[config.mk]
export PLATFORM = sky130hd
export DESIGN_NAME = mem_arbiter
export DESIGN_NICKNAME = d
export VERILOG_FILES = /design/src/rtl/mem_arbiter.sv
export SDC_FILE = /design/constraint.sdc
export NUM_CORES = 1
export LEC_CHECK = 0
export CORE_AREA = 5 5 179 181
export DETAILED_ROUTE_END_ITERATION = 12
export DIE_AREA = 0 0 184 186
export GPL_ROUTABILITY_DRIVEN = 1
export GPL_TIMING_DRIVEN = 0
export PLACE_DENSITY_LB_ADDON = 0.15
export SLEW_MARGIN = 20
export SYNTH_ARGS = -nofsm -noshare
export SYNTH_HDL_FRONTEND = slang
export SYNTH_SLANG_ARGS = --single-unit
[constraint.sdc]
create_clock -name clk -period 2.3 [get_ports clk]
set_clock_uncertainty 0.1 [all_clocks]
set_input_delay 0.345 -clock clk [delete_from_list [all_inputs] [get_ports clk]]
set_output_delay 0.345 -clock clk [all_outputs]
set_load 0.01 [all_outputs]
[src/rtl/mem_arbiter.sv]
// mem_arbiter: shares one single-ported 64-bit memory between the fetch port
// and the data port. Data wins over fetch, one access at a time, and a
// watchdog abandons an access the memory never acknowledges.
module mem_arbiter #(
  parameter int N       = 64,
  parameter int TIMEOUT = 255
) (
  input  logic          clk,
  input  logic          reset,
  input  logic          i_req,
  input  logic [31:0]   i_addr,
  output logic [31:0]   i_rdata,
  input  logic          d_req,
  input  logic [1:0]    d_we,
  input  logic          d_dword,
  input  logic [N-1:0]  d_addr,
  input  logic [N-1:0]  d_wdata,
  output logic [N-1:0]  d_rdata,
  output logic          ready,
  output logic          mem_req,
  output logic [N-1:0]  mem_addr,
  output logic [1:0]    mem_we,
  output logic          mem_dword,
  output logic [N-1:0]  mem_wdata,
  input  logic [N-1:0]  mem_rdata,
  input  logic          mem_ack,
  output logic          timeout_err
);

  localparam int CW = (TIMEOUT > 1) ? $clog2(TIMEOUT) : 1;
  localparam logic [CW-1:0] TO_LAST = CW'((TIMEOUT > 0) ? TIMEOUT - 1 : 0);

  typedef enum logic [1:0] {IDLE, BUSY_D, BUSY_I} state_t;

  state_t          state_q;
  logic            i_done_q, d_done_q;
  logic            i_done_d, d_done_d;
  logic [CW-1:0]   cnt_q;
  logic            mem_req_q;
  logic [N-1:0]    mem_addr_q, mem_wdata_q;
  logic [1:0]      mem_we_q;
  logic            mem_dword_q;
  logic            i_sel_q;
  logic [31:0]     i_rdata_q;
  logic [N-1:0]    d_rdata_q;
  logic            terr_q;

  logic            busy, ack_d, ack_i, expire, fin_d, fin_i;
  logic            pend_d, pend_i, can_grant, grant_d, grant_i;

  assign ready       = (!i_req | i_done_q) & (!d_req | d_done_q);
  assign i_rdata     = i_rdata_q;
  assign d_rdata     = d_rdata_q;
  assign mem_req     = mem_req_q;
  assign mem_addr    = mem_addr_q;
  assign mem_we      = mem_we_q;
  assign mem_dword   = mem_dword_q;
  assign mem_wdata   = mem_wdata_q;
  assign timeout_err = terr_q;

  // Completion, watchdog expiry and arbitration; a finishing port is treated
  // as done so the other pending port can be granted with no bubble.
  always_comb begin
    busy      = (state_q != IDLE);
    ack_d     = (state_q == BUSY_D) & mem_ack;
    ack_i     = (state_q == BUSY_I) & mem_ack;
    expire    = busy & !mem_ack & (TIMEOUT != 0) & (cnt_q == TO_LAST);
    fin_d     = ack_d | (expire & (state_q == BUSY_D));
    fin_i     = ack_i | (expire & (state_q == BUSY_I));
    pend_d    = d_req & !(d_done_q | fin_d);
    pend_i    = i_req & !(i_done_q | fin_i);
    can_grant = (state_q == IDLE) | ack_d | ack_i;
    grant_d   = can_grant & pend_d;
    grant_i   = can_grant & pend_i & !pend_d;
    d_done_d  = ready ? 1'b0 : (d_done_q | fin_d);
    i_done_d  = ready ? 1'b0 : (i_done_q | fin_i);
  end

  // Arbiter FSM with registered memory-side fields and read-data capture.
  always_ff @(posedge clk or negedge reset) begin
    if (!reset) begin
      state_q     <= IDLE;
      i_done_q    <= 1'b0;
      d_done_q    <= 1'b0;
      cnt_q       <= '0;
      mem_req_q   <= 1'b0;
      mem_addr_q  <= '0;
      mem_we_q    <= 2'b00;
      mem_dword_q <= 1'b0;
      mem_wdata_q <= '0;
      i_sel_q     <= 1'b0;
      i_rdata_q   <= '0;
      d_rdata_q   <= '0;
      terr_q      <= 1'b0;
    end else begin
      i_done_q <= i_done_d;
      d_done_q <= d_done_d;
      if (ack_i) i_rdata_q <= i_sel_q ? mem_rdata[63:32] : mem_rdata[31:0];
      if (ack_d) d_rdata_q <= mem_rdata;
      if (expire) terr_q <= 1'b1;
      if (grant_d) begin
        state_q     <= BUSY_D;
        mem_req_q   <= 1'b1;
        mem_addr_q  <= d_addr;
        mem_we_q    <= d_we;
        mem_dword_q <= d_dword;
        mem_wdata_q <= d_wdata;
        cnt_q       <= '0;
      end else if (grant_i) begin
        state_q     <= BUSY_I;
        mem_req_q   <= 1'b1;
        mem_addr_q  <= {{(N-32){1'b0}}, i_addr};
        mem_we_q    <= 2'b00;
        mem_dword_q <= 1'b0;
        mem_wdata_q <= '0;
        i_sel_q     <= i_addr[2];
        cnt_q       <= '0;
      end else if (ack_d | ack_i | expire) begin
        state_q   <= IDLE;
        mem_req_q <= 1'b0;
        cnt_q     <= '0;
      end else if (busy) begin
        cnt_q <= cnt_q + 1'b1;
      end
    end
  end

endmodule

==> results.txt, run 1 <==
setup TNS: 0 ns
largest net degree at the start of global routing: 91
post-route total power: 0.0221 W
Clock Latency Late Sink: 0.53 ns
Overall Global Routing Usage: 18.7%
# setup viols final: 0
Max H-tree Level: 1
count leader, synth: dfrtp_1
fin area: 0.0158 sq mm
Synth area leader: dfrtp_1
worst hold path class: input pin to flop
num rows: 64
most frequent cells after synthesis: dfrtp_1 (242), a22o_1 (99), nand2_1 (79), mux2_2 (64), mux2i_1 (63)
asr flop ratio synth: 100%
actual slew at the worst max-slew pin: 0.881 ns
post-layout util: 52.1%
post-synthesis cell area: 0.00962 sq mm
CP Launch Type: flop
relative slew slack: 41.3%
Max Cap Viol: 0
Multi-input gate area: 0.00326 sq mm
EDFF count, synth: 0
hold_sp: mem_ack
Critical Path End Type: output pin
Final Cycle Share: 94.9%
YS warnings: 0
height of the die: 186 um
Req. time, crit path: 1.86 ns
drt total wl: 33.3 mm
Seq/Total Area, Yosys: 63.0%
post-CTS setup buffer count: 0
IO Pins: 462
vias: 7827
Most used DFF post-synth: dfrtp_1
Fill cells: 2695
buffers added on ports: 460
synthesized net count: 963
r2r setup slk: 0.16 ns
# clock sinks: 242
CP Max Fanout: 4
outcome: completed
RSZ-0062 raised after global routing: false
fmax: 458 MHz
Final ANT Viol Nets: 0
initial antenna violation count: 0
via/cell ratio: 4.78
Nets: 1457
Lkg Pwr: 6.94 nW
dpl cell area: 0.0148 sq mm
wire length of the first global-routing pass: 50.5 mm
PwrDens: 1400 mW/mm^2
CTS tree: done
Starting DRT DRC Count: 268
Critical Path End: ready
share of cells above drive strength 1: 12.3%
die width: 184 um
Die Area: 0.0342 sq mm
root buf cell: clkbuf_16
post-synth cell types: 44
DRC Markers: 0
flops & latches, synth: 242
Initial Util: 31.8%
Synth top area share: 63.0%
clk buf depth: 3
R2R cell count: 6
number of global-route vias before repair: 8447
FF/Latch Area: 0.00606 sq mm
Synth Instances: 729
Final Slew Violations: 0
P&R area growth vs syn: 63.9%
Avg Inst Size Synth: 13.2 sq um
clk slew on worst S/H paths: 0.06 ns
Area contributors post-synth: dfrtp_1 (63%), a22o_1 (9.0%), mux2_2 (7.5%)
HPWL after detailed placement: 25.0 mm
Final Hold Vio Count: 0
worst r2r src: state_q[0]
antenna fix cells: 0
worst reg2reg endpoint: mem_addr[31]
Period minus WS final: 2.18 ns
Min Hold Slack: 0.0825 ns
worst vdd ir: 0.649 mV
CTS buffer count: 28
core area: 0.0303 sq mm
CP Class: flop to output pin
GP Congestion: 0.768
grt total ovfl: 0
crit path from: d_done_q
WP data arrival: 1.74 ns
Avg WL per Cell: 20.3 um
drt first pass iters: 4
-- critical path, cell delays in order (launching register included) --
cell and delay [ns]:
dfrtp_1 0.41, o22ai_2 0.22, inv_1 0.06, clkdlybuf4s50_1 0.52
-- layout by cell type, fill, tap and decap left out, types with 3 or more instances in the layout --
cell and instances:
o21ai_1 11, clkinv_2 4, buf_16 3, buf_2 19
nor2b_1 3, a31oi_1 3, inv_1 4, a22o_1 99
clkdlybuf4s50_1 459, mux2_2 64, nand2b_1 3, nand3_1 5
buf_6 7, mux2i_1 63, clkbuf_1 18, nand2_1 79
buf_4 8, o21ai_0 59, a21oi_1 7, nor2_1 7
clkbuf_16 29, clkbuf_8 7, dfrtp_1 242
-- layout make-up --
type                            count  share of cell area [%]
Multi-Input combinational cell    433                    20.7
Clock inverter                      7                   0.564
Timing Repair Buffer              464                    29.8
Sequential cell                   242                    38.4
Buffer                             50                    1.88
Tap cell                          396                    3.14
Inverter                            4                  0.0953
Clock buffer                       42                    5.36
-- per-stage QoR --
step / setup slack, ns / cells
global placement: -10.28 / 1585
global route: 0.00635 / 1638
detailed placement: -0.200 / 1588
CTS: 0.0472 / 1638
floorplan: 0.572 / 729
finish: 0.118 / 1638
-- metal layers --
layer / wire, um / share of wire (%) / global-route usage (%)
met1: 13500 / 41 / 23.4
met5: 0 / 0 / 0
met2: 16300 / 49 / 31.8
met4: 622 / 1.9 / 4.11
met3: 2910 / 8.7 / 6.31
-- how the worst min path moves through the flow --
stage	endpoint	slack, ns	cells past startpoint
after floorplan	cnt_q[0]	-0.05	0
final	d_done_q	0.08	3
after global routing	d_done_q	0.10	3
after CTS	d_done_q	0.05	3
after global placement	timeout_err	0.35	1
after detailed placement	mem_wdata[29]	0.16	1
-- cells by family after synthesis --
kind of cell,Yosys count,share of synthesized area [%]
buf+inv,54,3.21
mux,127,14.1
simple gates,116,5.45
flops,242,63.0
fa+ha+maj,2,0.260
compound gates,188,14.0
-- what timing repair did --
item                       4_1_cts  5_1_grt
hold buffers                     1        0
gates resized for setup          0        5
setup endpoints to repair        0        8
hold endpoints to repair       100        0
-- sequential cells by signal, indices dropped and copies added (netlist names) --
name         flops
d_done_q         1
mem_req          1
cnt_q            8
i_done_q         1
timeout_err      1
mem_addr        64
i_rdata         32
d_rdata         64
state_q          2
mem_we           2
mem_wdata       64
i_sel_q          1
mem_dword        1
-- power breakdown --
part	leakage (nW)	internal (W)	total [W]	switching, W
Clock	0.463	0.00274	0.00450	0.00177
Combinational	3.45	0.00573	0.0101	0.00440
Sequential	3.03	0.00629	0.00745	0.00116
Total	6.94	0.0148	0.0221	0.00732
(Power assumes the default switching activity.)
==> run 2, diff against run 1 <==
--- a/config.mk
+++ b/config.mk
@@ -5,9 +5,10 @@
 export SDC_FILE = /design/constraint.sdc
 export NUM_CORES = 1
 export LEC_CHECK = 0
-export CORE_AREA = 5 5 179 181
+export CORE_AREA = 5 5 177 179
+export CTS_BUF_LIST = sky130_fd_sc_hd__clkbuf_4 sky130_fd_sc_hd__clkbuf_8
 export DETAILED_ROUTE_END_ITERATION = 12
-export DIE_AREA = 0 0 184 186
+export DIE_AREA = 0 0 182 184
 export GPL_ROUTABILITY_DRIVEN = 1
 export GPL_TIMING_DRIVEN = 0
 export PLACE_DENSITY_LB_ADDON = 0.15
==> run 2 against run 1 <==
Die area fell by 2.2%; via count is 0.72% higher; clock power down 4%; maximum frequency is 3.6% higher; critical path type is now flop to flop; highest routed layer unchanged; largest cell class unchanged.
==> results.txt, run 2 (synthesized netlist as in run 1, its figures left out) <==
outcome: completed
drt total wl: 33.4 mm
worst vdd ir: 0.686 mV
# setup viols final: 0
wire length of the first global-routing pass: 51.0 mm
CP Max Fanout: 10
Cell Chain, Critical Path: or3b_4 -> nor2_4 -> clkbuf_1 -> o21ai_0
Crit path largest cell delay: 0.47 ns
# clock sinks: 242
via/cell ratio: 4.75
initial antenna violation count: 0
core area: 0.0294 sq mm
fin area: 0.0157 sq mm
GR met1 Demand/Resource: 23.6%
Initial Util: 32.7%
Nets: 1473
actual slew at the worst max-slew pin: 0.925 ns
drt first pass iters: 4
antenna fix cells: 0
CTS tree: done
num rows: 63
dpl cell area: 0.0148 sq mm
GRT met2 Usage: 32.4%
Crit-path slowest cell: dfrtp_1
Critical Path End Type: flop
Crit path max-delay family: simple AND/OR/NAND/NOR gates
r2r setup slk: 0.19 ns
Final ANT Viol Nets: 0
CP Class: flop to flop
Req. time, crit path: 2.60 ns
root buf cell: clkbuf_8
DRC Markers: 0
die width: 182 um
met3 Use GR: 6.39%
commonest non-fill, non-tap cells in the layout: clkdlybuf4s50_1 (458), dfrtp_1 (242), a22o_1 (99)
WP data arrival: 2.41 ns
busiest metal layer after global routing: met2
clk slew on worst S/H paths: 0.06 ns
post-layout util: 53.6%
GP Congestion: 0.784
most common cell after layout, fill and taps aside: clkdlybuf4s50_1
number of global-route vias before repair: 8538
clk buf depth: 3
Lkg Pwr: 6.97 nW
grt total ovfl: 0
vias: 7883
P&R area growth vs syn: 63.7%
CP Launch Type: flop
Max H-tree Level: 2
IO Pins: 462
relative slew slack: 38.4%
Final Hold Vio Count: 0
CTS buffer count: 44
share of cells above drive strength 1: 14.5%
HPWL after detailed placement: 24.8 mm
post-route total power: 0.0218 W
PwrDens: 1390 mW/mm^2
height of the die: 184 um
buffers added on ports: 460
fmax: 475 MHz
CP Buf/Inv Count: 1
Max Cap Viol: 0
Die Area: 0.0335 sq mm
RSZ-0062 raised after global routing: false
Period minus WS final: 2.11 ns
largest net degree at the start of global routing: 79
Avg WL per Cell: 20.1 um
Clock Latency Late Sink: 0.54 ns
Starting DRT DRC Count: 374
worst hold path class: input pin to flop
Final Slew Violations: 0
Final Cycle Share: 91.6%
Overall Global Routing Usage: 19.4%
Fill cells: 2573
run 2: metrics by stage:
step	setup WS [ns]	hold slack, ns	setup TNS [ns]	instances
floorplan	0.572	-0.0506	0	729
global placement	-10.14	0.358	-2455.50	1579
detailed placement	-0.160	0.195	-7.39	1582
CTS	0.00509	0.0252	0	1659
global route	0.0248	0.0530	0	1659
finish	0.194	0.0713	0	1659
run 2: metal layers:
layer	up-vias	part of all wire [%]
met2	333	49
met5	-	0
met1	3820	40
met3	63	8.6
met4	0	3.0
li1	3667	-
run 2: timing repair:
| item | in CTS | in global routing |
|---|---|---|
| hold buffers | 1 | 0 |
| resized for setup | 0 | 2 |
| setup endpoints to repair | 0 | 1 |
| setup buffers | 0 | 0 |
| hold endpoints to repair | 56 | 0 |
run 2: worst register-to-register path: stages, from the launching register on:
cell and delay, ns:
dfrtp_1 0.47, or3b_4 0.47, nor2_4 0.34, clkbuf_1 0.41, o21ai_0 0.17
run 2: worst paths after layout:
check,start,end,cells past startpoint
max,state_q[0],mem_addr[1],4
min,mem_ack,i_done_q,3
max reg2reg,state_q[0],mem_addr[1],4
min reg2reg,timeout_err,timeout_err,1
max in group asynchronous,reset,d_rdata[48],4
min in group asynchronous,reset,mem_addr[24],2
run 2: power by group:
part           leakage (nW)  internal (W)  switching, W
logic                  3.45       0.00573       0.00440
registers              3.03       0.00629       0.00111
clock network         0.492       0.00253       0.00178
run 2: final cells by class:
class	count	area [sq um]	share of cell area, %
sequential	242	6060	38.5
timing repair buffer	464	4700	29.9
multi-input combinational	433	3260	20.7
clock buffer	68	836	5.31
tap	390	488	3.10
buffer	50	294	1.87
clock inverter	8	95.1	0.604
inverter	4	15.0	0.0954
==> run 3, diff against run 2 <==
--- a/config.mk
+++ b/config.mk
@@ -12,6 +12,7 @@
 export GPL_ROUTABILITY_DRIVEN = 1
 export GPL_TIMING_DRIVEN = 0
 export PLACE_DENSITY_LB_ADDON = 0.15
+export SETUP_SLACK_MARGIN = 0.05
 export SLEW_MARGIN = 20
 export SYNTH_ARGS = -nofsm -noshare
 export SYNTH_HDL_FRONTEND = slang
==> run 3 against run 2 <==
Register-to-register slack about the same; die area unchanged; combinational power hardly changed; first-iteration DRC count is 0.80% higher; largest cell class unchanged; highest routed layer unchanged.
==> results.txt, run 3 (synthesized netlist as in run 1, its figures left out) <==
outcome: completed
internal power: 0.0145 W
drt first pass iters: 4
Overall Global Routing Usage: 19.4%
Comb power frac: 46.4%
PwrDens: 1390 mW/mm^2
height of the die: 184 um
most common cell after layout, fill and taps aside: clkdlybuf4s50_1
Max Cap Viol: 0
worst hold path class: input pin to flop
vias: 7868
share of cells above drive strength 1: 14.5%
Sw Ratio: 33.4%
CP Buf/Inv Count: 1
Req. time, crit path: 2.60 ns
final worst slack: 0.185 ns
Crit path largest cell delay: 0.47 ns
largest net degree at the start of global routing: 79
Starting DRT DRC Count: 377
die width: 182 um
via/cell ratio: 4.74
Placed Cells: 1582
grt total ovfl: 0
Final Hold Vio Count: 0
Final Cycle Share: 92.0%
HPWL after detailed placement: 24.8 mm
Cell Chain, Critical Path: or3b_4 -> nor2_4 -> clkbuf_1 -> o21ai_0
Clock Latency Late Sink: 0.54 ns
RSZ-0062 raised after global routing: false
wire length of the first global-routing pass: 51.0 mm
Period minus WS final: 2.12 ns
r2r setup slk: 0.18 ns
Lkg Pwr: 6.96 nW
Final ANT Viol Nets: 0
Flop pwr share: 33.9%
root buf cell: clkbuf_8
num rows: 63
clk buf depth: 3
Switch Pwr: 0.00729 W
DRC Markers: 0
Max H-tree Level: 2
post-CTS setup buffer count: 0
GP Congestion: 0.784
actual slew at the worst max-slew pin: 0.924 ns
Crit path max-delay family: simple AND/OR/NAND/NOR gates
CTS buffer count: 44
initial antenna violation count: 0
pre-CTS setup slack: -0.160 ns
Final Slew Violations: 0
number of global-route vias before repair: 8538
Nets: 1473
non-filler cells in the finished layout: 1659
core area: 0.0294 sq mm
Min Hold Slack: 0.0702 ns
Critical Path End Type: flop
antenna fix cells: 0
clock power share: 19.7%
Initial Util: 32.7%
Die Area: 0.0335 sq mm
# clock sinks: 242
clk slew on worst S/H paths: 0.06 ns
commonest non-fill, non-tap cells in the layout: clkdlybuf4s50_1 (458), dfrtp_1 (242), a22o_1 (99)
CP Launch Type: flop
drt total wl: 33.4 mm
Avg WL per Cell: 20.1 um
IO Pins: 462
CP Class: flop to flop
WP data arrival: 2.41 ns
# setup viols final: 0
Crit-path slowest cell: dfrtp_1
CP Max Fanout: 10
worst vdd ir: 0.686 mV
buffers added on ports: 460
relative slew slack: 38.4%
fmax: 473 MHz
CTS tree: done
P&R area growth vs syn: 63.7%
==> run 3: cell types whose count changed in the layout (fill, tap and decap cells not counted), sizes merged <==
cell,delta
dlygate4sd2,+1
dlymetal6s2s,-1
==> run 3: area by class of cell <==
| type | instances | area, sq um |
|---|---|---|
| multi-input combinational | 433 | 3250 |
| tap | 390 | 488 |
| sequential | 242 | 6060 |
| clock inverter | 8 | 95.1 |
| inverter | 4 | 15.0 |
| clock buffer | 68 | 836 |
| fill | 2573 | 13700 |
| buffer | 50 | 295 |
| timing repair buffer | 464 | 4700 |
==> run 3: power by group through the flow <==
stage	clock network [W]	registers [W]	logic (W)
after floorplan	0	0.00830	0.00350
after global placement	0	0.00743	0.0102
after detailed placement	0	0.00740	0.0103
after CTS	0.00446	0.00741	0.0103
after global routing	0.00467	0.00767	0.0109
final	0.00431	0.00740	0.0101
==> run 3: through the flow <==
step           setup TNS [ns]  area (sq um)  power [W]  util, %
4_1_cts                     0         15700     0.0222     53.5
3_5_place_dp            -7.39         14800     0.0177     50.3
6_report                    0         15700     0.0218     53.5
5_1_grt                     0         15700     0.0232     53.5
3_3_place_gp         -2455.50         14700     0.0176     50.0
2_1_floorplan               0          9620     0.0118        -
==> run 3: worst paths after layout <==
| kind | from | end | cells after the start |
|---|---|---|---|
| worst max-delay path | state_q[0] | mem_addr[1] | 4 |
| worst min-delay path | mem_ack | i_done_q | 3 |
| min in group asynchronous | reset | mem_addr[24] | 2 |
| max in group asynchronous | reset | d_rdata[48] | 4 |
| worst min register to register | timeout_err | timeout_err | 1 |
| worst max register to register | state_q[0] | mem_addr[1] | 4 |
==> run 3: timing repair <==
item	in CTS	in global routing
resized for setup	1	2
hold buffers	1	0
setup endpoints to repair	1	3
endpoints found under the hold margin	56	0
==> run 3: metal layers <==
metal | vias to the layer above | routed length (um) | GRT usage, %
li1 | 3667 | - | -
met1 | 3818 | 13300 | 23.6
met2 | 320 | 16200 | 32.4
met3 | 63 | 2830 | 6.39
met4 | 0 | 1010 | 6.69
met5 | - | 0 | 0
==> run 3: worst min-delay path: stages <==
cell     delay (ns)
buf_2          0.15
nor2_1         0.11
a21oi_1        0.07
